$ cat config.mk
export PLATFORM = sky130hd
export DESIGN_NAME = enc_channel_ctrl
export DESIGN_NICKNAME = d
export VERILOG_FILES = /design/src/rtl/enc_ctrl_pkg.sv /design/src/rtl/btn_press_classifier.sv /design/src/rtl/enc_channel_ctrl.sv
export SDC_FILE = /design/constraint.sdc
export NUM_CORES = 1
export LEC_CHECK = 0
export CAP_MARGIN = 10
export CORE_UTILIZATION = 50
export CTS_CLUSTER_DIAMETER = 80
export DETAILED_ROUTE_END_ITERATION = 10
export PLACE_DENSITY = 0.71
export SLEW_MARGIN = 20
export SYNTH_ARGS = -nofsm -noshare
export SYNTH_HDL_FRONTEND = slang
export SYNTH_SLANG_ARGS = --single-unit
$ cat constraint.sdc
create_clock -name CLK -period 2.8 [get_ports CLK]
set_input_delay 0.56 -clock CLK [delete_from_list [all_inputs] [get_ports CLK]]
set_output_delay 0.56 -clock CLK [all_outputs]
set_load 0.02 [all_outputs]
$ cat src/rtl/enc_ctrl_pkg.sv
// Shared encodings for the encoder channel controller.
//   mode_t      : SELECT (steps move the channel cursor) / EDIT (steps change the value)
//   btn_state_t : button classifier states
package enc_ctrl_pkg;

  typedef enum logic {
    SELECT = 1'b0,
    EDIT   = 1'b1
  } mode_t;

  typedef enum logic [1:0] {
    B_IDLE  = 2'd0,
    B_PRESS = 2'd1,
    B_LONG  = 2'd2
  } btn_state_t;

endpackage

$ cat src/rtl/btn_press_classifier.sv
// Classifies a debounced button into short and long presses.
//   CLK, RST  : clock, async active-high reset
//   btn       : debounced level, 1 = pressed
//   short_evt : one-cycle pulse, released before the long threshold
//   long_evt  : one-cycle pulse, held for LONG_CYC cycles (once per press)
//   busy      : a press is in progress; the channel logic ignores steps then
// Both events are combinational in the cycle they are decided so the
// consumer's registers see them with one cycle of total latency.
module btn_press_classifier
  import enc_ctrl_pkg::*;
#(
  parameter int LONG_CYC = 16000000
) (
  input  logic CLK,
  input  logic RST,
  input  logic btn,
  output logic short_evt,
  output logic long_evt,
  output logic busy
);

  localparam int CW = $clog2(LONG_CYC);
  localparam logic [CW-1:0] LAST = CW'(LONG_CYC - 1);

  btn_state_t      st, st_nxt;
  logic [CW-1:0]   cnt, cnt_nxt;
  logic            btn_q;

  // btn_q resets high: a button held through reset must be released and
  // pressed again before it counts.
  always_ff @(posedge CLK or posedge RST) begin
    if (RST) begin
      st    <= B_IDLE;
      cnt   <= '0;
      btn_q <= 1'b1;
    end else begin
      st    <= st_nxt;
      cnt   <= cnt_nxt;
      btn_q <= btn;
    end
  end

  always_comb begin
    st_nxt    = st;
    cnt_nxt   = cnt;
    short_evt = 1'b0;
    long_evt  = 1'b0;
    case (st)
      B_IDLE: begin
        if (btn && !btn_q) begin
          st_nxt  = B_PRESS;
          cnt_nxt = '0;
        end
      end
      B_PRESS: begin
        if (!btn) begin
          short_evt = 1'b1;
          st_nxt    = B_IDLE;
        end else if (cnt == LAST) begin
          long_evt = 1'b1;
          st_nxt   = B_LONG;
        end else begin
          cnt_nxt = cnt + 1'b1;
        end
      end
      B_LONG: begin
        if (!btn) st_nxt = B_IDLE;
      end
      default: st_nxt = B_IDLE;
    endcase
  end

  assign busy = (st != B_IDLE);

endmodule

$ cat src/rtl/enc_channel_ctrl.sv
// Rotary-encoder channel controller: N_CH value registers of W bits,
// navigated in SELECT mode and modified in EDIT mode. A short press toggles
// the mode, a long press clears the selected channel.
//   CLK, RST : clock, async active-high reset
//   I_STEP   : one-cycle step pulse;  I_CW : 1 = +1, 0 = -1
//   I_BTN    : debounced button level
//   O_VALUE  : value of the selected channel (registered)
//   O_CH     : selected channel index (registered)
//   O_EDIT   : 1 = EDIT mode
//   O_EVT    : one-cycle pulse after a channel value actually changed
module enc_channel_ctrl
  import enc_ctrl_pkg::*;
#(
  parameter int N_CH     = 4,
  parameter int W        = 4,
  parameter int LONG_CYC = 16000000,
  parameter int WRAP     = 1
) (
  input  logic                    CLK,
  input  logic                    RST,
  input  logic                    I_STEP,
  input  logic                    I_CW,
  input  logic                    I_BTN,
  output logic [W-1:0]            O_VALUE,
  output logic [$clog2(N_CH)-1:0] O_CH,
  output logic                    O_EDIT,
  output logic                    O_EVT
);

  localparam int CHW = $clog2(N_CH);
  localparam logic [CHW-1:0] CH_LAST = CHW'(N_CH - 1);
  localparam logic [W-1:0]   VMAX    = '1;

  logic [N_CH-1:0][W-1:0] vals, vals_nxt;
  logic [CHW-1:0]         ch_nxt;
  logic [W-1:0]           cur, nv;
  logic                   chg;
  mode_t                  mode;
  logic                   short_evt, long_evt, busy;

  btn_press_classifier #(.LONG_CYC(LONG_CYC)) u_btn (
    .CLK       (CLK),
    .RST       (RST),
    .btn       (I_BTN),
    .short_evt (short_evt),
    .long_evt  (long_evt),
    .busy      (busy)
  );

  // Long event has priority; steps are only honoured with the button idle,
  // which also drops a step coinciding with the long event.
  always_comb begin
    vals_nxt = vals;
    ch_nxt   = O_CH;
    chg      = 1'b0;
    cur      = vals[O_CH];
    nv       = cur;
    if (long_evt) begin
      vals_nxt[O_CH] = '0;
      chg            = (cur != '0);
    end else if (I_STEP && !busy) begin
      if (mode == SELECT) begin
        if (I_CW) ch_nxt = (O_CH == CH_LAST) ? '0 : O_CH + 1'b1;
        else      ch_nxt = (O_CH == '0) ? CH_LAST : O_CH - 1'b1;
      end else begin
        if (I_CW) nv = (cur == VMAX && WRAP == 0) ? cur : cur + 1'b1;
        else      nv = (cur == '0   && WRAP == 0) ? cur : cur - 1'b1;
        vals_nxt[O_CH] = nv;
        chg            = (nv != cur);
      end
    end
  end

  // O_VALUE is loaded from the next-state view so it moves together with
  // O_CH and never shows the previous channel's value.
  always_ff @(posedge CLK or posedge RST) begin
    if (RST) begin
      vals    <= '0;
      O_CH    <= '0;
      O_VALUE <= '0;
      O_EVT   <= 1'b0;
      mode    <= SELECT;
    end else begin
      vals    <= vals_nxt;
      O_CH    <= ch_nxt;
      O_VALUE <= vals_nxt[ch_nxt];
      O_EVT   <= chg;
      if (short_evt) mode <= (mode == SELECT) ? EDIT : SELECT;
    end
  end

  assign O_EDIT = (mode == EDIT);

endmodule

==> results.py <==
metrics = {
    "min_path": {
        "holdPathStages": 1,
        "min_to": "u_btn.cnt[22]$_DFFE_PP0P_",
        "hp-class": "reg2reg",
        "hp-start": "u_btn.cnt[22]$_DFFE_PP0P_",
    },
    "final_layout": {
        "design_area_mm2": 0.003128,
        "drive_gt1_frac": 0.1557,
        "nFillCells": 455,
        "diodes": 0,
        "final_cell_mix": "dfrtp_1, nor2_1, o21ai_0",
        "area_growth_pct": 16.71,
        "final_common_cell": "dfrtp_1",
        "fin_nets": 301,
        "fin_cells": 359,
    },
    "grt": {
        "grt_first_pass_wirelength_um": 9384,
        "grt_max_degree": 29,
        "grt_pass1_vias": 1919,
        "overflow": 0,
        "grtUsageTotal": 0.2264,
        "antenna_found_initial": 0,
    },
    "drt": {
        "first_pass_iters": 4,
        "wirelength_um": 5748,
        "drt_iter0_drc": 136,
        "routedWlPerCell_um": 16.01,
        "antenna_left": 0,
        "drc": 0,
        "viasPerCell": 5.774,
        "vias": 2073,
    },
    "critical_path": {
        "slowest_stage": "mux4_2",
        "r2r_cells": 8,
        "arrival_ns": 2.87,
        "crit_path_frequent_cell": "mux4_2",
        "critical_path.cell_chain": "mux4_2 -> ha_1 -> a21o_1 -> a21oi_1 -> xnor2_1 -> nor2_1 -> a22o_1 -> mux4_2",
        "required_ns": 2.98,
        "cp_max_fo": 5,
        "startpoint_type": "register",
        "path_delay_family": "multiplexers",
        "reg2reg_from": "O_CH[0]$_DFF_PP0_",
        "crit_buf_inv": 0,
        "r2r-end": "O_VALUE[3]$_DFF_PP0_",
        "slowest_delay_ns": 0.58,
        "path_class": "reg2reg",
        "rrSetupSlack_ns": 0.11,
        "end_kind": "register",
    },
    "place": {
        "dpl.hpwl_um": 4034,
        "place_area_mm2": 0.002995,
        "dp_cells": 351,
        "port_buffers": 12,
        "routabilityCongestion": 0.8350,
    },
    "pwr": {
        "p_leak_nw": 1.359,
        "power_mw": 2.831,
        "powerDensity_mw_per_mm2": 905.1,
        "vdd_drop_max_mv": 0.4604,
    },
    "sta": {
        "fmax_mhz": 372.1,
        "tns_ns": 0,
        "worst_pin_slew_ns": 0.6409,
        "slew_headroom": 0.5688,
        "rsz0062_at_grt": "no",
        "fin_skew_ns": 0.007847,
        "hold_violations": 0,
        "finalMaxSlewViolations": 0,
        "min_period_over_period": 0.9598,
        "finalSetupViolations": 0,
        "finalCriticalPeriod_ns": 2.687,
    },
    "cts": {
        "cts_sinks": 51,
        "cts_setup_buffers": 0,
        "cts_made_buffers": 5,
        "cts.htree.levels": 2,
        "cts.repair.resized": 0,
        "clock_latency_ns": 0.31,
        "ctsRootBufferMaster": "clkbuf_8",
        "cts_tree": "yes",
        "clk_pin_slew_ns": 0.09,
        "cts_buffer_depth": 2,
        "hold_buffers": 0,
    },
    "logic_synthesis": {
        "yosysTopAreaCell": "dfrtp_1",
        "async_flop_share": 1.000,
        "seq_area_frac_synth": 0.4767,
        "synth_nets": 274,
        "synth_edf_count": 0,
        "ys_ff_latch": 51,
        "netlist_area_mm2": 0.002680,
        "netlist_top_cells_area": "dfrtp_1, mux4_2, o21ai_0",
        "synth_cells": 261,
        "synth_top_area_frac": 0.4669,
        "synth_area_per_cell_um2": 10.27,
        "yosysUniqueCellTypes": 47,
        "ys_warn_count": 0,
        "synth_ff_type": "dfrtp_1",
    },
    "floorplan": {
        "die_h_um": 75.21,
        "core_area_mm2": 0.005140,
        "start_util": 0.5214,
        "io_pins": 13,
        "die_area_mm2": 0.005657,
        "num_rows": 26,
        "die_w_um": 75.21,
    },
    "outcome": {
        "status": "completed",
    },
    "flow_run": {
        "cap_violations": 0,
    },
}
==> Yosys cell counts (all sizes together), types with 4 or more instances <==
| master | n |
|---|---|
| a22o | 15 |
| xor2 | 6 |
| o21ai | 24 |
| clkbuf | 8 |
| xnor2 | 5 |
| nor2b | 4 |
| a31oi | 6 |
| nor3 | 5 |
| and3 | 5 |
| nor2 | 25 |
| mux4 | 5 |
| inv | 8 |
| nand2b | 5 |
| nand2 | 20 |
| dfrtp | 50 |
| o31ai | 8 |
| nand3 | 14 |
| nand4 | 7 |
| ha | 7 |
==> per-stage QoR <==
stage | util | hold slack, ns | worst slack [ns]
after floorplan | - | 0.4370 | 0.03424
after global placement | 0.5828 | 0.4668 | 0.03026
after detailed placement | 0.5828 | 0.4639 | -0.0005396
after CTS | 0.6086 | 0.4784 | 0.1086
after global routing | 0.6086 | 0.5105 | 0.02434
final | 0.6086 | 0.4808 | 0.1125
==> registers in the layout, indices dropped and copies added, names as in the netlist <==
name / flops
O_CH: 2
O_EDIT: 1
O_EVT: 1
O_VALUE: 4
u_btn.btn_q: 1
u_btn.cnt: 24
u_btn.st: 2
vals: 16
==> how the worst max path moves through the flow <==
stage | cells after the start | startpoint | end | slack (ns)
after floorplan | 9 | O_CH[0]$_DFF_PP0_ | O_VALUE[3]$_DFF_PP0_ | 0.03
after global placement | 7 | I_BTN | O_VALUE[3]$_DFF_PP0_ | 0.03
after detailed placement | 7 | I_BTN | O_VALUE[3]$_DFF_PP0_ | -0.0005
after CTS | 8 | O_CH[0]$_DFF_PP0_ | O_VALUE[3]$_DFF_PP0_ | 0.11
after global routing | 8 | O_CH[0]$_DFF_PP0_ | O_VALUE[3]$_DFF_PP0_ | 0.02
final | 8 | O_CH[0]$_DFF_PP0_ | O_VALUE[3]$_DFF_PP0_ | 0.11
==> where the power goes <==
part           internal (mW)  leakage (nW)  switching (mW)
logic                  0.613         0.624           0.605
clock network          0.357        0.0654           0.242
registers              0.904         0.670           0.109
==> final cells by class <==
| class | count | area, um^2 | share of cell area |
|---|---|---|---|
| flip-flops and latches | 51 | 1279 | 0.4088 |
| multi-input cells | 192 | 1331 | 0.4256 |
| well taps | 70 | 87.58 | 0.02800 |
| clock buffers | 6 | 72.57 | 0.02320 |
| clock inverters | 2 | 60.06 | 0.01920 |
| inverters | 8 | 30.03 | 0.009600 |
| repair buffers | 30 | 267.8 | 0.08560 |
==> layer usage <==
metal  vias to the layer above  track usage  part of all wire
met2                        51       0.3313              0.45
met5                         -            0                 0
met1                      1004       0.3406              0.50
met4                         0      0.08230             0.012
li1                       1014            -                 -
met3                         4      0.03614             0.037
==> worst reg2reg max path: stages, from the launching register on <==
cell and delay, ns:
dfrtp_2 0.45, mux4_2 0.58, ha_1 0.30, a21o_1 0.15
a21oi_1 0.16, xnor2_1 0.13, nor2_1 0.10, a22o_1 0.22
mux4_2 0.46
==> logic make-up (layout without fill, tap and decap cells) <==
group                    count (synthesis)  count (layout)  synth area share
AO/OA/AOI/OAI                           68              68            0.1793
AND/OR/NAND/NOR                         97              97            0.1881
multiplexers                             8               8           0.05322
XOR/XNOR                                11              11           0.03595
buffers and inverters                   18              46           0.02661
flip-flops                              51              51            0.4767
adder cells (fa/ha/maj)                  8               8           0.04015
No activity file was read; power rests on OpenSTA's default activity.
